### config.mk
export PLATFORM = sky130hd
export DESIGN_NAME = serial_add_ctrl
export DESIGN_NICKNAME = d
export VERILOG_FILES = /design/src/rtl/serial_add_ctrl.sv
export SDC_FILE = /design/constraint.sdc
export NUM_CORES = 1
export LEC_CHECK = 0
export CORE_MARGIN = 2
export CORE_UTILIZATION = 45
export CTS_CLUSTER_DIAMETER = 30
export DETAILED_ROUTE_END_ITERATION = 16
export PLACE_DENSITY = 0.77
export SYNTH_ARGS = -nofsm -noshare
export SYNTH_HDL_FRONTEND = slang
export SYNTH_SLANG_ARGS = --single-unit
### constraint.sdc
create_clock -name Clk -period 1.68 [get_ports Clk]
set_clock_uncertainty 0.2 [all_clocks]
set_input_delay 0.168 -clock Clk [delete_from_list [all_inputs] [get_ports Clk]]
set_output_delay 0.168 -clock Clk [all_outputs]
set_load 0.03 [all_outputs]
### src/rtl/serial_add_ctrl.sv
// serial_add_ctrl: bit-serial adder sequencer driving one shared full-adder cell.
// The operands are added LSB first, one bit per clock, over WIDTH cycles.
// The result is presented as registered Sum/Cout, together with a one-cycle Done pulse.
module serial_add_ctrl #(
  parameter int unsigned WIDTH = 8
) (
  input  logic             Clk,
  input  logic             Rst,
  input  logic             Start,
  input  logic [WIDTH-1:0] A,
  input  logic [WIDTH-1:0] B,
  input  logic             Cin,
  output logic             Busy,
  output logic             Done,
  output logic [WIDTH-1:0] Sum,
  output logic             Cout,
  output logic             FA_A,
  output logic             FA_B,
  output logic             FA_Cin,
  input  logic             FA_S,
  input  logic             FA_Cout
);

  // The counter only needs to reach WIDTH-1. It keeps at least one bit so that WIDTH=1 stays legal.
  localparam int unsigned CW = (WIDTH > 1) ? $clog2(WIDTH) : 1;
  localparam logic [CW-1:0] LAST_BIT = CW'(WIDTH - 1);

  typedef enum logic {
    IDLE = 1'b0,
    RUN  = 1'b1
  } state_t;

  state_t           state, state_nxt;
  logic [WIDTH-1:0] a_sr, a_sr_nxt;
  logic [WIDTH-1:0] b_sr, b_sr_nxt;
  logic [WIDTH-1:0] sum_sr, sum_sr_nxt;
  logic             carry, carry_nxt;
  logic [CW-1:0]    cnt, cnt_nxt;
  logic [WIDTH-1:0] sum_nxt;
  logic             cout_nxt;
  logic             done_nxt;
  logic [WIDTH-1:0] sum_shift;

  // Shift the returned sum bit in at the MSB. This form also works when WIDTH=1.
  assign sum_shift = WIDTH'({FA_S, sum_sr} >> 1);

  // Busy and the adder drive decode from the state register, so they are glitch-free per cycle.
  assign Busy   = (state == RUN);
  assign FA_A   = (state == RUN) & a_sr[0];
  assign FA_B   = (state == RUN) & b_sr[0];
  assign FA_Cin = (state == RUN) & carry;

  // State and datapath registers. Reset is synchronous and clears everything, including the result.
  always_ff @(posedge Clk) begin
    if (Rst) begin
      state  <= IDLE;
      a_sr   <= '0;
      b_sr   <= '0;
      sum_sr <= '0;
      carry  <= 1'b0;
      cnt    <= '0;
      Sum    <= '0;
      Cout   <= 1'b0;
      Done   <= 1'b0;
    end else begin
      state  <= state_nxt;
      a_sr   <= a_sr_nxt;
      b_sr   <= b_sr_nxt;
      sum_sr <= sum_sr_nxt;
      carry  <= carry_nxt;
      cnt    <= cnt_nxt;
      Sum    <= sum_nxt;
      Cout   <= cout_nxt;
      Done   <= done_nxt;
    end
  end

  // Next-state and datapath sequencing: load in IDLE, then step one bit per cycle in RUN.
  always_comb begin
    state_nxt  = state;
    a_sr_nxt   = a_sr;
    b_sr_nxt   = b_sr;
    sum_sr_nxt = sum_sr;
    carry_nxt  = carry;
    cnt_nxt    = cnt;
    sum_nxt    = Sum;
    cout_nxt   = Cout;
    done_nxt   = 1'b0;

    case (state)
      IDLE: begin
        if (Start) begin
          a_sr_nxt  = A;
          b_sr_nxt  = B;
          carry_nxt = Cin;
          cnt_nxt   = '0;
          state_nxt = RUN;
        end
      end
      RUN: begin
        sum_sr_nxt = sum_shift;
        carry_nxt  = FA_Cout;
        a_sr_nxt   = a_sr >> 1;
        b_sr_nxt   = b_sr >> 1;
        cnt_nxt    = cnt + CW'(1);
        if (cnt == LAST_BIT) begin
          sum_nxt   = sum_shift;
          cout_nxt  = FA_Cout;
          done_nxt  = 1'b1;
          state_nxt = IDLE;
        end
      end
      default: state_nxt = IDLE;
    endcase
  end

endmodule

======== Word-level counts from Yosys, hierarchy flattened ========
Cells that the tools add are included.
storage, ports and cells
  output and inout bits ................... 14
  logic and storage cells ................. 30
  register bits ........................... 39
operators by class
  bitwise operators ....................... 4
  equality and inequality tests ........... 2
  reductions and logical operators ........ 2
  add/subtract/negate cells ............... 1
  muxes and demuxes ....................... 12
operators with widths
  kind                                                            count
  8-bit one-hot mux with 2 select lines                           2
  8-bit two-way mux                                               2
  3-bit one-hot mux with 2 select lines                           1
  1-bit two-way mux                                               4
  1-bit one-hot mux with 2 select lines                           2
  3-bit by 1-bit adder with 3-bit output (second input constant)  1
  1-bit AND                                                       3
  3-bit equality test (second input constant)                     1
  3-bit two-way mux                                               1
  2-bit != test (second input constant)                           1
  2-bit AND reduction                                             1
  2-bit OR reduction                                              1
  1-bit inverter                                                  1

======== Longest topological paths before layout ========
Gate-level depths: netlist of the first run.
  word-level depth ........................ 3
  gate-level depth with buffers ........... 6

======== Worst setup path after synthesis of the first run ========
No wires, ideal clock.
  kind .................................... flip-flop to output port
  start ................................... register state (netlist: Busy)
  end ..................................... output port FA_A
  arrival ................................. 1.254 ns
  stages on the path, launching flop included .. 5
  path slack .............................. 0.058 ns
  required time ........................... 1.312 ns
  path through ............................ dfxtp_1 > buf_6 > buf_2 > buf_4 > and2_1
between the ends
  cells in the longest elaborated chain, start to end .. 1
RTL lines
  element                   RTL line  source
  start: declaration        33        state_t state, state_nxt;
  start signal: assignment  66        state <= state_nxt;
  1-bit AND                 49        assign FA_A = (state == RUN) & a_sr[0];
  end: declaration          17        output logic FA_A,
No other way between the ends.

======== Worst setup path in the final report of the first run ========
  start ................................... register Sum[1]
  end ..................................... output port Sum[1]
RTL lines
  element                   RTL line  source
  start: declaration        15        output logic [WIDTH-1:0] Sum,
  start signal: assignment  72        Sum <= sum_nxt;
No word-level cell between the ends.

==> impl.org, run 1 <==
** Run status
- Result of the run :: finished clean

** Critical path
- Data on the critical path arrives at its endpoint at 1270 ps.
- Crit start category :: flip-flop
- STA classifies the critical path endpoint as an output port.
- For this run, the slowest stage of the critical path takes 670 ps.
- In this run the critical register-to-register path is launched from cnt[0]$_SDFFE_PP0P_.
- In this run the worst path has a maximum fanout of 2.
- The number of cells on the worst reg-to-reg path is 4.
- In this run the number of cells on the critical path is 1.
- Req. time, crit path :: 1310 ps
- Counting both buffers and inverters, the worst setup path holds a total of 1.
- Slowest cell on the critical path :: clkdlybuf4s50_1
- Walking the worst path, the cells encountered are clkdlybuf4s50_1.
- The critical path is of the flip-flop to output port type.
- Family of cells with the greatest summed delay on the critical path :: buffers and inverters
- Setup slack of the worst register-to-register path :: 190 ps
- Endpoint of the lowest-slack register-to-register path :: Sum[2]$_SDFFE_PP0P_

** Finish
- The net count of the finished layout is 220.
- P&R area growth vs syn :: 29.2%
- The layout has 330 filler cells.
- The repair_antennas step left the layout with diodes totalling 0.
- Number of non-filler instances in the completed layout :: 244
- In the final layout, the share of cells above drive strength 1 is 0.148.
- Final core utilization :: 0.594

** Timing
- The worst pin sits at a relative slew slack of 0.782.
- The final hold violation count came to 0.
- Fmax achieved :: 610 MHz
- Setup repair after global routing left no endpoint under its margin.
- Max-slew violations :: 0
- Slew at the pin closest to its max-slew limit :: 326 ps
- Final cycle utilization of the critical path :: 0.976
- Setup violators final :: 0
- For the finished layout, the period the worst path requires is 1640 ps.

** Detailed routing
- Once detail routing completed, the nets flagged for antenna violations numbered 0.
- Detailed-route wire length per cell :: 13.4 um
- Via density :: 5.13
- The first detailed-routing pass took 3 iterations.
- After detailed routing, the total wire length is 3.28 mm.
- The detailed router placed 1252 vias in this run.
- Drc violations :: 0
- Number of DRC violations after detailed-routing iteration 0 :: 30

** GRT
- The first global-routing pass estimated 5.60 mm of wire.
- Final global-route overflow total :: 0
- The number of antenna violations at the first check in global routing is 0.
- Entering global routing, the biggest net connects 39 pins.
- Across every metal layer, demand over resource in global routing totals 0.171.
- Via count of the first global-routing pass :: 1297

** Synthesis
- Compound-cell area share of the yosys netlist :: 0.165
- The synthesized design contains 0 enable-type register cells.
- Net count after synthesis :: 187
- The synthesized design contains 38 register bits.
- Summed over all instances, the cell type with the most area after synthesis is dfxtp_1.
- Sequential area share after synthesis :: 0.459
- Of the total synthesized cell area, the portion taken by full adders, half adders and majority gates is 0.0226.
- Yosys mapped the design onto 22 distinct sky130hd cell types.
- The average instance in the mapped netlist occupies 10.2 sq um.
- Counting flops with an async set or reset pin after synthesis yields a share of 0.
- The most used flip-flop cell after synthesis is dfxtp_1.
- After synthesis, the cell types taking the most area are dfxtp_1 46%, mux2i_1 14%, a211oi_1 7.2%.
- Xor/xnor cell area share of the yosys netlist :: 0
- Mux cell area share after synthesis :: 0.145
- Yosys Warn Count :: 0
- Synthesis produced a netlist whose cell count is 162.
- Fraction of the mapped netlist area in simple logic gates :: 0.148
- Post-synthesis instance area :: 1660 sq um
- Main combinational cell family by area after synthesis :: compound AO/OA/AOI/OAI gates
- Proportion of netlist area held by the largest area contributor :: 0.459

** CTS
- In this run the number of H-tree levels came out at 2.
- Number of buffers created by CTS :: 5
- The clock net in this run drives a total of 38 sinks.
- TritonCTS clock tree :: yes
- Clock slew at the register clock pins of the worst setup and hold paths :: 70 ps
- CTS placed an instance of clkbuf_8 at the clock tree root.
- For the worst-skew pair, the clock arrives at the later sink with an insertion delay of 290 ps.
- Maximum number of buffers from clock root to sink :: 2

** Floorplanning
- In this run the core area contains 22 standard-cell rows.
- Die W :: 64.7 um
- The core region is 3610 sq um.
- The initial utilization of the core area, before any placement, comes to 0.460.
- For this design the top-level I/O count stands at 36.
- Die area :: 4190 sq um
- The die is 64.7 um tall.

** Place
- The wire-length estimate of the detail-placed layout is 2.19 mm.
- The congestion estimate from routability-driven global placement came to 0.689.
- The count of buffers added on input and output ports is 35.
- Dpl cells :: 236

** Min path
- Number of cells on the worst hold path :: 2
- Min-Delay Endpoint :: Sum[0]$_SDFFE_PP0P_
- The startpoint identified for the worst hold timing path is sum_sr[1]$_SDFFE_PP0P_.
- Worst hold path type :: flip-flop to flip-flop

** Pwr
- IR analysis of the VDD net gives a maximum drop of 0.000660 V.
- Lkg Pwr :: 0.962 nW
- In this run the power density over the cells is 904 nW/um^2.

** Job
- Max-capacitance violation count :: 0
-- cells in the mapped netlist (3+ instances only) --
master and number:
dfxtp_1 38, mux2i_1 24, a211oi_1 16, nor2b_1 15, a21oi_1 11, a21bo_2 9, nand3_1 9, buf_2 8
nor2_1 8, and2_1 3, buf_6 3, ha_1 3, or3b_1 3
-- power by group --
part,switching [mW],internal [mW]
clock network,0.298,0.444
logic,0.106,0.122
registers,0.0245,0.942
-- per-layer routing --
layer / track usage / vias up / part of all wire
met3: 0.0451 / 5 / 0.047
met4: 0.0718 / 0 / 0.010
met2: 0.292 / 29 / 0.46
met5: 0 / - / 0
li1: - / 636 / -
met1: 0.203 / 582 / 0.48
-- stage by stage --
stage               hold WS [ps]  power, mW  area [sq um]  setup TNS (ps)  setup WS (ps)
floorplan                    115       1.13          1660               0           57.7
global placement             272       1.20          2020               0           71.6
detailed placement           288       1.22          2020           -23.7          -14.4
CTS                          292       1.96          2130               0           8.04
global route                 315       2.02          2140               0          0.680
finish                       286       1.94          2140               0           40.0
-- what timing repair did --
item | CTS | global route
endpoints found under the setup margin | 8 | 6
setup buffers | 0 | 0
hold buffers | 0 | 0
gates resized for setup | 4 | 6
-- how the worst max path moves through the flow --
stage	from	to	slack, ps
after global routing	Sum[1]$_SDFFE_PP0P_	Sum[1]	0.7
final	Sum[1]$_SDFFE_PP0P_	Sum[1]	40
after floorplan	Busy$_SDFF_PP0_	FA_A	60
after detailed placement	cnt[0]$_SDFFE_PP0P_	Sum[6]$_SDFFE_PP0P_	-10
after CTS	Sum[0]$_SDFFE_PP0P_	Sum[0]	8
after global placement	cnt[0]$_SDFFE_PP0P_	Sum[0]$_SDFFE_PP0P_	70
-- area by class of cell --
class	instances	area, sq um	area share
Clock buffer	7	76.3	0.0356
Clock inverter	1	30.0	0.0140
Inverter	1	3.75	0.00175
Multi-Input combinational cell	108	800	0.373
Sequential cell	38	762	0.356
Tap cell	48	60.1	0.0280
Timing Repair Buffer	41	410	0.192
-- cell families after synthesis --
family | after synthesis
AO/OA/AOI/OAI | 37
adder cells (fa/ha/maj) | 3
buffers and inverters | 16
flip-flops | 38
multiplexers | 24
AND/OR/NAND/NOR | 44
-- cells in the final DEF (no fill, tap or decap), types with 2 or more instances in the layout --
master	synthesis	routed
nand3_1	9	9
dfxtp_1	38	37
a21bo_2	9	9
or3b_1	3	3
a211oi_1	16	16
nor3_1	2	2
and2_1	3	3
nand2_1	2	2
nor2b_1	15	15
nor2_1	8	8
clkdlybuf4s50_1	0	23
ha_1	3	2
dlymetal6s2s_1	0	6
buf_4	2	9
a21oi_1	11	11
dlygate4sd2_1	0	2
mux2i_1	24	24
clkbuf_8	0	5
clkbuf_1	1	2
-- state kept, by name (all words and copies together) (netlist names) --
signal / count
cnt: 3
Sum: 8
Cout: 1
sum_sr: 7
Done: 1
Busy: 1
a_sr: 8
carry: 1
b_sr: 8
Power figures use the tool's default switching activity.
==> run 2: changes to the inputs <==
CAP_MARGIN = 5   (was unset)
TNS_END_PERCENT = 50   (was unset)
==> results of run 2 <==
No change in the layout: final DEF, timing and power equal those of run 1.
==> run 3: changes to the inputs <==
MAX_ROUTING_LAYER = met4   (was unset)
==> impl.org, run 3 (synthesis gave the netlist of run 1 again) <==
** Run status
- Result of the run :: finished clean

** GRT
- The number of global-route vias before repair is 1297.
- Number of antenna violations at the first check in global routing :: 0
- Gr usage total :: 0.176
- The first global-routing pass estimated 5.60 mm of wire.
- Final global-route overflow total :: 0
- Entering global routing, the biggest net connects 39 pins.

** Pwr
- Cell internal pwr :: 1.51 mW
- Dividing total power by cell area gives a power density of 904 nW/um^2.
- Of the total power, registers draw 0.499.
- The share of total power dissipated in the clock network is 0.383.
- The share of total power dissipated in combinational logic is 0.118.
- Lkg Pwr :: 0.962 nW
- IR analysis of the VDD net gives a maximum drop of 0.000660 V.
- Of the total power, the share spent switching nets is 0.221.
- Switching pwr :: 429 uW
- Total power :: 1.94 mW

** Floorplanning
- The initial utilization of the core area, before any placement, comes to 0.460.
- The die covers 4190 sq um.
- Core box area :: 3610 sq um
- In this run the count of I/O pins placed on the die edge is 36.
- From left edge to right edge, the die measures 64.7 um.
- Vertical die dimension :: 64.7 um
- Total number of placement rows :: 22

** Critical path
- Type of destination of the critical path :: output port
- The worst setup path is launched from a flip-flop.
- Along the worst path, the maximum fanout reaches 2.
- Number of buffer and inverter stages on the critical path :: 1
- Slowest Stage Delay on Critical Path :: 670 ps
- Req. time, crit path :: 1310 ps
- Family of cells with the greatest summed delay on the critical path :: buffers and inverters
- The slowest stage of the critical path is the clkdlybuf4s50_1 cell.
- Worst setup path category :: flip-flop to output port
- Traced cell by cell, the critical path runs through clkdlybuf4s50_1.
- Worst Path Arrival :: 1270 ps

** CTS
- The later pin in the worst-skew pair is clocked with a latency of 290 ps.
- TritonCTS clock tree :: yes
- The H-tree was split into 2 levels.
- No sink is reached through more buffers than the 2 on the longest clock path.
- After clock tree synthesis, the clock-pin slew on the worst setup and hold paths is 70 ps.
- Number of hold buffers added after cts :: 0
- In this run the post-CTS setup repair buffer count came out at 0.
- The clock drives 38 sinks.
- Cell at the root of the clock tree :: clkbuf_8
- Number of buffers created by CTS :: 5

** Timing
- Final hold violations :: 0
- Max-slew violations :: 0
- In the finished design, the share of the clock period the worst path needs comes to 0.976.
- Max_slew headroom :: 0.779
- Setup violations remaining at the end of the flow were counted as 0.
- Slew at the pin closest to its max-slew limit :: 331 ps
- For this run, the top clock speed supported by timing is 610 MHz.
- For the finished layout, the period the worst path requires is 1640 ps.
- Unrepaired setup endpoints after global routing :: no

** Detailed routing
- Dividing the detail-routed via count by the number of cells gives 5.14.
- Summed over all nets, wire length on met2 after detailed routing comes to 1.53 mm.
- Drc violations :: 0
- The count of nets left with antenna violations once routing finished came out at 0.
- Detailed-route wire length per cell :: 13.4 um
- The routed design has 3.28 mm of wire.
- Number of search-and-repair iterations in the first detailed-routing pass :: 3
- Total via count in the routed design :: 1255
- In this run, the number of DRC markers left after iteration 0 of detailed routing was 28.
- Post-route met1 wirelength :: 1.56 mm
- Met3 wire length :: 155 um
- Top routing layer used :: met4

** Finish
- Biggest registers after layout :: Sum: 8 flops, a_sr: 8 flops, b_sr: 8 flops
- Final nets :: 220
- 0 antenna diodes ended up in the layout.
- The count of cells in the finished layout, fillers not included, comes to 244.
- Total of fill cells in the finished design :: 330
- The library cell used most frequently in the layout, excluding fill and tap cells, is dfxtp_1.
- From synthesis to final layout, the design area changed by 29.2%.
- Of the cells placed in the final design, the portion with a size suffix greater than 1 is 0.148.
- In the layout the commonest cells are 37 x dfxtp_1, 24 x mux2i_1, 23 x clkdlybuf4s50_1.

** Job
- Max-capacitance violation count :: 0

** Place
- Dpl cells :: 236
- IO buf count :: 35
- Hpwl dp :: 2.19 mm
- Placer Congestion :: 0.697

** Min path
- The worst hold path belongs to the class flip-flop to flip-flop.
## run 3: cell type report
class / count / area, sq um / share of cell area
tap: 48 / 60.1 / 0.0280
inverter: 1 / 3.75 / 0.00175
multi-input combinational: 108 / 800 / 0.373
clock buffer: 7 / 76.3 / 0.0356
sequential: 38 / 762 / 0.356
clock inverter: 1 / 30.0 / 0.0140
timing repair buffer: 41 / 410 / 0.192
## run 3: path summary, 6_finish.rpt
| check | startpoint | end | slack (ps) | cells after the start |
|---|---|---|---|---|
| worst max-delay path | Sum[1]$_SDFFE_PP0P_ | Sum[1] | 40 | 1 |
| worst min-delay path | sum_sr[6]$_SDFFE_PP0P_ | Sum[5]$_SDFFE_PP0P_ | 290 | 2 |
| worst max register to register | cnt[0]$_SDFFE_PP0P_ | Sum[2]$_SDFFE_PP0P_ | 180 | 4 |
| worst min register to register | sum_sr[6]$_SDFFE_PP0P_ | Sum[5]$_SDFFE_PP0P_ | 290 | 2 |
## run 3: layer usage
layer	GRT usage	vias to the layer above
li1	-	636
met1	0.203	585
met2	0.292	29
met3	0.0451	5
met4	0.0718	0
met5	-	-
## run 3: power groups by stage
stage          clock, mW  combinational (mW)  sequential (mW)
5_1_grt            0.797               0.249            0.972
2_1_floorplan          0               0.149            0.980
4_1_cts            0.760               0.231            0.966
6_report           0.742               0.228            0.966
3_3_place_gp           0               0.221            0.984
3_5_place_dp           0               0.228            0.987
## run 3: stage by stage
stage               worst slack, ps   util  TNS (ps)  area, sq um  hold slack (ps)
finish                         39.8  0.594         0         2140              289
global route                  0.680  0.594         0         2140              315
CTS                            8.04  0.590         0         2130              292
detailed placement            -14.4  0.560     -23.7         2020              288
global placement               71.6  0.560         0         2020              272
floorplan                      57.7      -         0         1660              115
## run 3: tightest hold or removal path, stage by stage, from the launching register on
cell     delay (ps)
dfxtp_1         330
nand3_1          70
a21oi_1          50
## run 3: timing repair
item	4_1_cts	5_1_grt
resized for setup	4	6
setup endpoints to repair	8	6
pin swaps	0	0
==> RTL edit 1 (flow settings as in run 3) <==
The parameter `WIDTH` goes from 8 to 32.
--- a/src/rtl/serial_add_ctrl.sv
+++ b/src/rtl/serial_add_ctrl.sv
@@ -3,5 +3,5 @@
 // The result is presented as registered Sum/Cout, together with a one-cycle Done pulse.
 module serial_add_ctrl #(
-  parameter int unsigned WIDTH = 8
+  parameter int unsigned WIDTH = 32
 ) (
   input  logic             Clk,
Ports: changed (resized A, B and Sum); port bits go from 36 to 108. No check against the original RTL was run, so the function may have changed too.
==> RTL edit 1 against run 3 <==
- cell area rose to 3.7 times the old value
- sequential cell count up 98
- routed wire length rose to 3.8 times the old value
- largest power group is now clock
- synthesized cell count rose to 3.5 times the old value
- critical path type is now flop to flop
- worst setup slack worse by 0.025 ns
- area after synthesis rose to 3.6 times the old value
- non-clock buffer count up 96
- total power rose to 4.1 times the old value
- largest cell class unchanged
==> RTL edit 1: results (changes against run 3) <==
<table>
<tr><th>Metric</th><th>Value</th></tr>
<tr><th colspan="2">Routing</th></tr>
<tr><td>Routed length on met2</td><td>6.14 mm (+300%)</td></tr>
<tr><td>Vias</td><td>4264 (+240%)</td></tr>
<tr><td>Initial detailed-routing violation count</td><td>203 (+630%)</td></tr>
<tr><td>Number of detailed-route iterations in the first pass</td><td>4 (+1)</td></tr>
<tr><td>Drt via density</td><td>4.94 (-3.9%)</td></tr>
<tr><th colspan="2">Timing</th></tr>
<tr><td>Normalized max-slew margin</td><td>0.677 (-0.102)</td></tr>
<tr><th colspan="2">Layout</th></tr>
<tr><td>Top Registers</td><td>Sum: 32 flops, a_sr: 32 flops, b_sr: 32 flops</td></tr>
<tr><td>Core occupancy in the finished layout</td><td>0.623 (+0.0288)</td></tr>
<tr><td>FF/Latch Area</td><td>2730 um^2 (+260%)</td></tr>
<tr><td>Share of cells above drive strength 1</td><td>0.217 (+0.0691)</td></tr>
<tr><th colspan="2">Min path</th></tr>
<tr><td>Number of cells on the worst hold path</td><td>4 (+2)</td></tr>
<tr><th colspan="2">Yosys</th></tr>
<tr><td>Ranking of synthesized cells by area</td><td>dfxtp_1 (46%), mux2i_1 (16%), mux2_4 (16%), nor2_1 (6.3%), nand2_1 (4.3%)</td></tr>
<tr><td>Cell types with the highest counts after synthesis</td><td>dfxtp_1 (136), nor2_1 (99), mux2i_1 (96)</td></tr>
<tr><td>Compound-gate portion of the synthesized area</td><td>0.0345 (-0.131)</td></tr>
<tr><td>Total nets after synthesis</td><td>638 (+240%)</td></tr>
<tr><td>Post-synthesis adder-cell area fraction</td><td>0.00632 (-0.0163)</td></tr>
<tr><th colspan="2">Run status</th></tr>
<tr><td>Run status</td><td>complete, no violations</td></tr>
<tr><th colspan="2">Critical path</th></tr>
<tr><td>Kind of cell adding the most delay to the critical path</td><td>simple AND/OR/NAND/NOR gates</td></tr>
<tr><td>Start point of the critical path</td><td>cnt[1]$_SDFFE_PP0P_</td></tr>
<tr><td>Number of cells on the worst reg-to-reg path</td><td>7 (+3)</td></tr>
<tr><td>Max stage delay on crit path</td><td>0.35 ns (-0.32 ns)</td></tr>
<tr><th colspan="2">Place</th></tr>
<tr><td>Pre-CTS setup slack</td><td>-0.0795 ns (-0.0651 ns)</td></tr>
<tr><td>Quantity of I/O buffers inserted on ports</td><td>107 (+210%)</td></tr>
<tr><td>Routability-driven placement congestion ratio</td><td>0.753 (+8.1%)</td></tr>
<tr><th colspan="2">Global route</th></tr>
<tr><td>Wire length of the first global-routing pass</td><td>20.0 mm (+260%)</td></tr>
<tr><th colspan="2">Pwr</th></tr>
<tr><td>PD cells</td><td>1000 nW/um^2 (+11%)</td></tr>
</table>
-- RTL edit 1: cell types whose count changed in the layout (fill, tap and decap cells not counted), sizes merged, moves of 9 or more --
cell           change
a211oi            -15
nor2              +91
a21bo              -9
clkbuf            +14
a21oi             +26
clkdlybuf4s50     +44
nand2             +66
buf               +21
nor2b             -15
dlygate4sd2       +32
mux2i             +72
mux2              +63
dfxtp             +98
-- RTL edit 1: timing repair --
action                     4_1_cts  5_1_grt
hold endpoints to repair        20        0
setup endpoints to repair       72       68
gates resized for setup         39       20
buffers inserted                 4        2
hold buffers                     1        0
cloned                           1        4
pin swaps                        0        0
-- RTL edit 1: power by group through the flow --
stage | clock network (mW) | registers, mW | logic (mW)
floorplan | 0 | 3.45 | 0.609
global placement | 0 | 3.47 | 0.826
detailed placement | 0 | 3.48 | 0.842
CTS | 3.76 | 3.40 | 0.884
global route | 3.92 | 3.41 | 0.956
finish | 3.68 | 3.40 | 0.888
==> RTL edit 2 (flow settings as in run 3) <==
Without the edit above. Remove the register `Done`: a continuous assignment takes its place, so the output `Done` follows one clock earlier. Comments in the files are not updated.
--- a/src/rtl/serial_add_ctrl.sv
+++ b/src/rtl/serial_add_ctrl.sv
@@ -62,5 +62,4 @@
       Sum    <= '0;
       Cout   <= 1'b0;
-      Done   <= 1'b0;
     end else begin
       state  <= state_nxt;
@@ -72,7 +71,8 @@
       Sum    <= sum_nxt;
       Cout   <= cout_nxt;
-      Done   <= done_nxt;
     end
   end
+
+  assign Done = done_nxt;
 
   // Next-state and datapath sequencing: load in IDLE, then step one bit per cycle in RUN.
Behaviour: not the same (Yosys sat finds a counterexample within 10 cycles, from zero or initial values and one cycle with Rst high).
==> RTL edit 2 against run 3 <==
- sequential cell count is 1 lower
- utilization is 0.66 points higher
- fmax is 0.65% lower
- worst hold slack worse by 0.0067 ns
- clock power is 16% lower
- critical path type unchanged
- total power is 5.5% lower
- routed wire length is 1.9% lower
- worst setup slack worse by 0.011 ns
- area after synthesis hardly changed
- cell area is 1.1% higher
- die area hardly changed
==> RTL edit 2: results (changes against run 3) <==
<table>
<tr><th>Metric</th><th>Value</th></tr>
<tr><th colspan="2">Run status</th></tr>
<tr><td>Run status</td><td>complete, no violations</td></tr>
<tr><th colspan="2">Layout</th></tr>
<tr><td>Core occupancy in the finished layout</td><td>0.601 (+0.00659)</td></tr>
<tr><td>FF/Latch Area</td><td>743 um^2 (-2.5%)</td></tr>
<tr><td>Multi-input gate area in the final layout</td><td>823 um^2 (+3.0%)</td></tr>
<tr><td>Buffers excl. clock</td><td>43 (+4.9%)</td></tr>
<tr><td>Share of cells above drive strength 1</td><td>0.204 (+0.0561)</td></tr>
<tr><th colspan="2">Global route</th></tr>
<tr><td>Met1 layer usage reported by global route</td><td>0.194 (-0.00937)</td></tr>
<tr><td>Via count of the first global-routing pass</td><td>1253 (-3.4%)</td></tr>
<tr><td>Met3 track utilization from global routing</td><td>0.0382 (-0.00694)</td></tr>
<tr><td>Total routing resource utilization after global routing</td><td>0.175 (-0.000958)</td></tr>
<tr><td>Fraction of met2 tracks used by global routing</td><td>0.286 (-0.00521)</td></tr>
<tr><td>Wire length of the first global-routing pass</td><td>5.46 mm (-2.3%)</td></tr>
<tr><th colspan="2">Critical path</th></tr>
<tr><td>Max stage delay on crit path</td><td>0.32 ns (-0.35 ns)</td></tr>
<tr><td>Max Fanout on Critical Path</td><td>3 (+1)</td></tr>
<tr><td>Number of cells on the worst reg-to-reg path</td><td>6 (+2)</td></tr>
<tr><th colspan="2">Routing</th></tr>
<tr><td>Met1 WL</td><td>1.44 mm (-7.9%)</td></tr>
<tr><td>Drt via density</td><td>5.07 (-1.4%)</td></tr>
<tr><th colspan="2">Yosys</th></tr>
<tr><td>Share of synthesized area occupied by flip-flops and latches</td><td>0.447 (-0.0117)</td></tr>
<tr><td>Post-synthesis adder-cell area fraction</td><td>0.0151 (-0.00754)</td></tr>
<tr><td>Compound-gate portion of the synthesized area</td><td>0.179 (+0.0137)</td></tr>
<tr><td>Multiplexer area fraction after synthesis</td><td>0.145 (about the same)</td></tr>
<tr><th colspan="2">Place</th></tr>
<tr><td>Pre-CTS setup slack</td><td>0.116 ns (+0.131 ns)</td></tr>
<tr><td>Routability-driven placement congestion ratio</td><td>0.705 (+1.2%)</td></tr>
<tr><th colspan="2">Min path</th></tr>
<tr><td>Hold Startpoint</td><td>FA_Cout</td></tr>
<tr><th colspan="2">Timing</th></tr>
<tr><td>Post-Route Hold Slack</td><td>0.282 ns (-0.00669 ns)</td></tr>
<tr><td>Normalized max-slew margin</td><td>0.781 (+0.00128)</td></tr>
<tr><th colspan="2">Pwr</th></tr>
<tr><td>Power consumed by sequential cells</td><td>0.947 mW (-2%)</td></tr>
<tr><td>Largest voltage drop on the vdd net</td><td>0.525 mV (-21%)</td></tr>
</table>
RTL edit 2: cell count changes in the layout (fill, tap and decap cells not counted), sizes merged, moves of 2 or more:
cell           change
dlymetal6s2s       +3
dlygate4sd2        -2
clkdlybuf4s50      -2
nand2b             +2
buf                +3
RTL edit 2: cells by family (layout without fill, tap and decap cells):
kind of cell / count (synthesis) / count (layout)
buffers and inverters: 16 / 51
adder cells (fa/ha/maj): 2 / 2
flip-flops: 37 / 37
AO/OA/AOI/OAI: 37 / 37
AND/OR/NAND/NOR: 45 / 45
multiplexers: 24 / 24
RTL edit 2: worst max-delay path, delay by kind of cell (launching register included):
| family | cells | cell delay [ns] |
|---|---|---|
| adder cells (fa/ha/maj) | 2 | 0.38 |
| AND/OR/NAND/NOR | 1 | 0.16 |
| buffers and inverters | 1 | 0.13 |
| flip-flops | 1 | 0.32 |
RTL edit 2: repair_timing:
action	4_1_cts	5_1_grt
resized for setup	2	13
endpoints found under the setup margin	1	12
buffers inserted	1	0
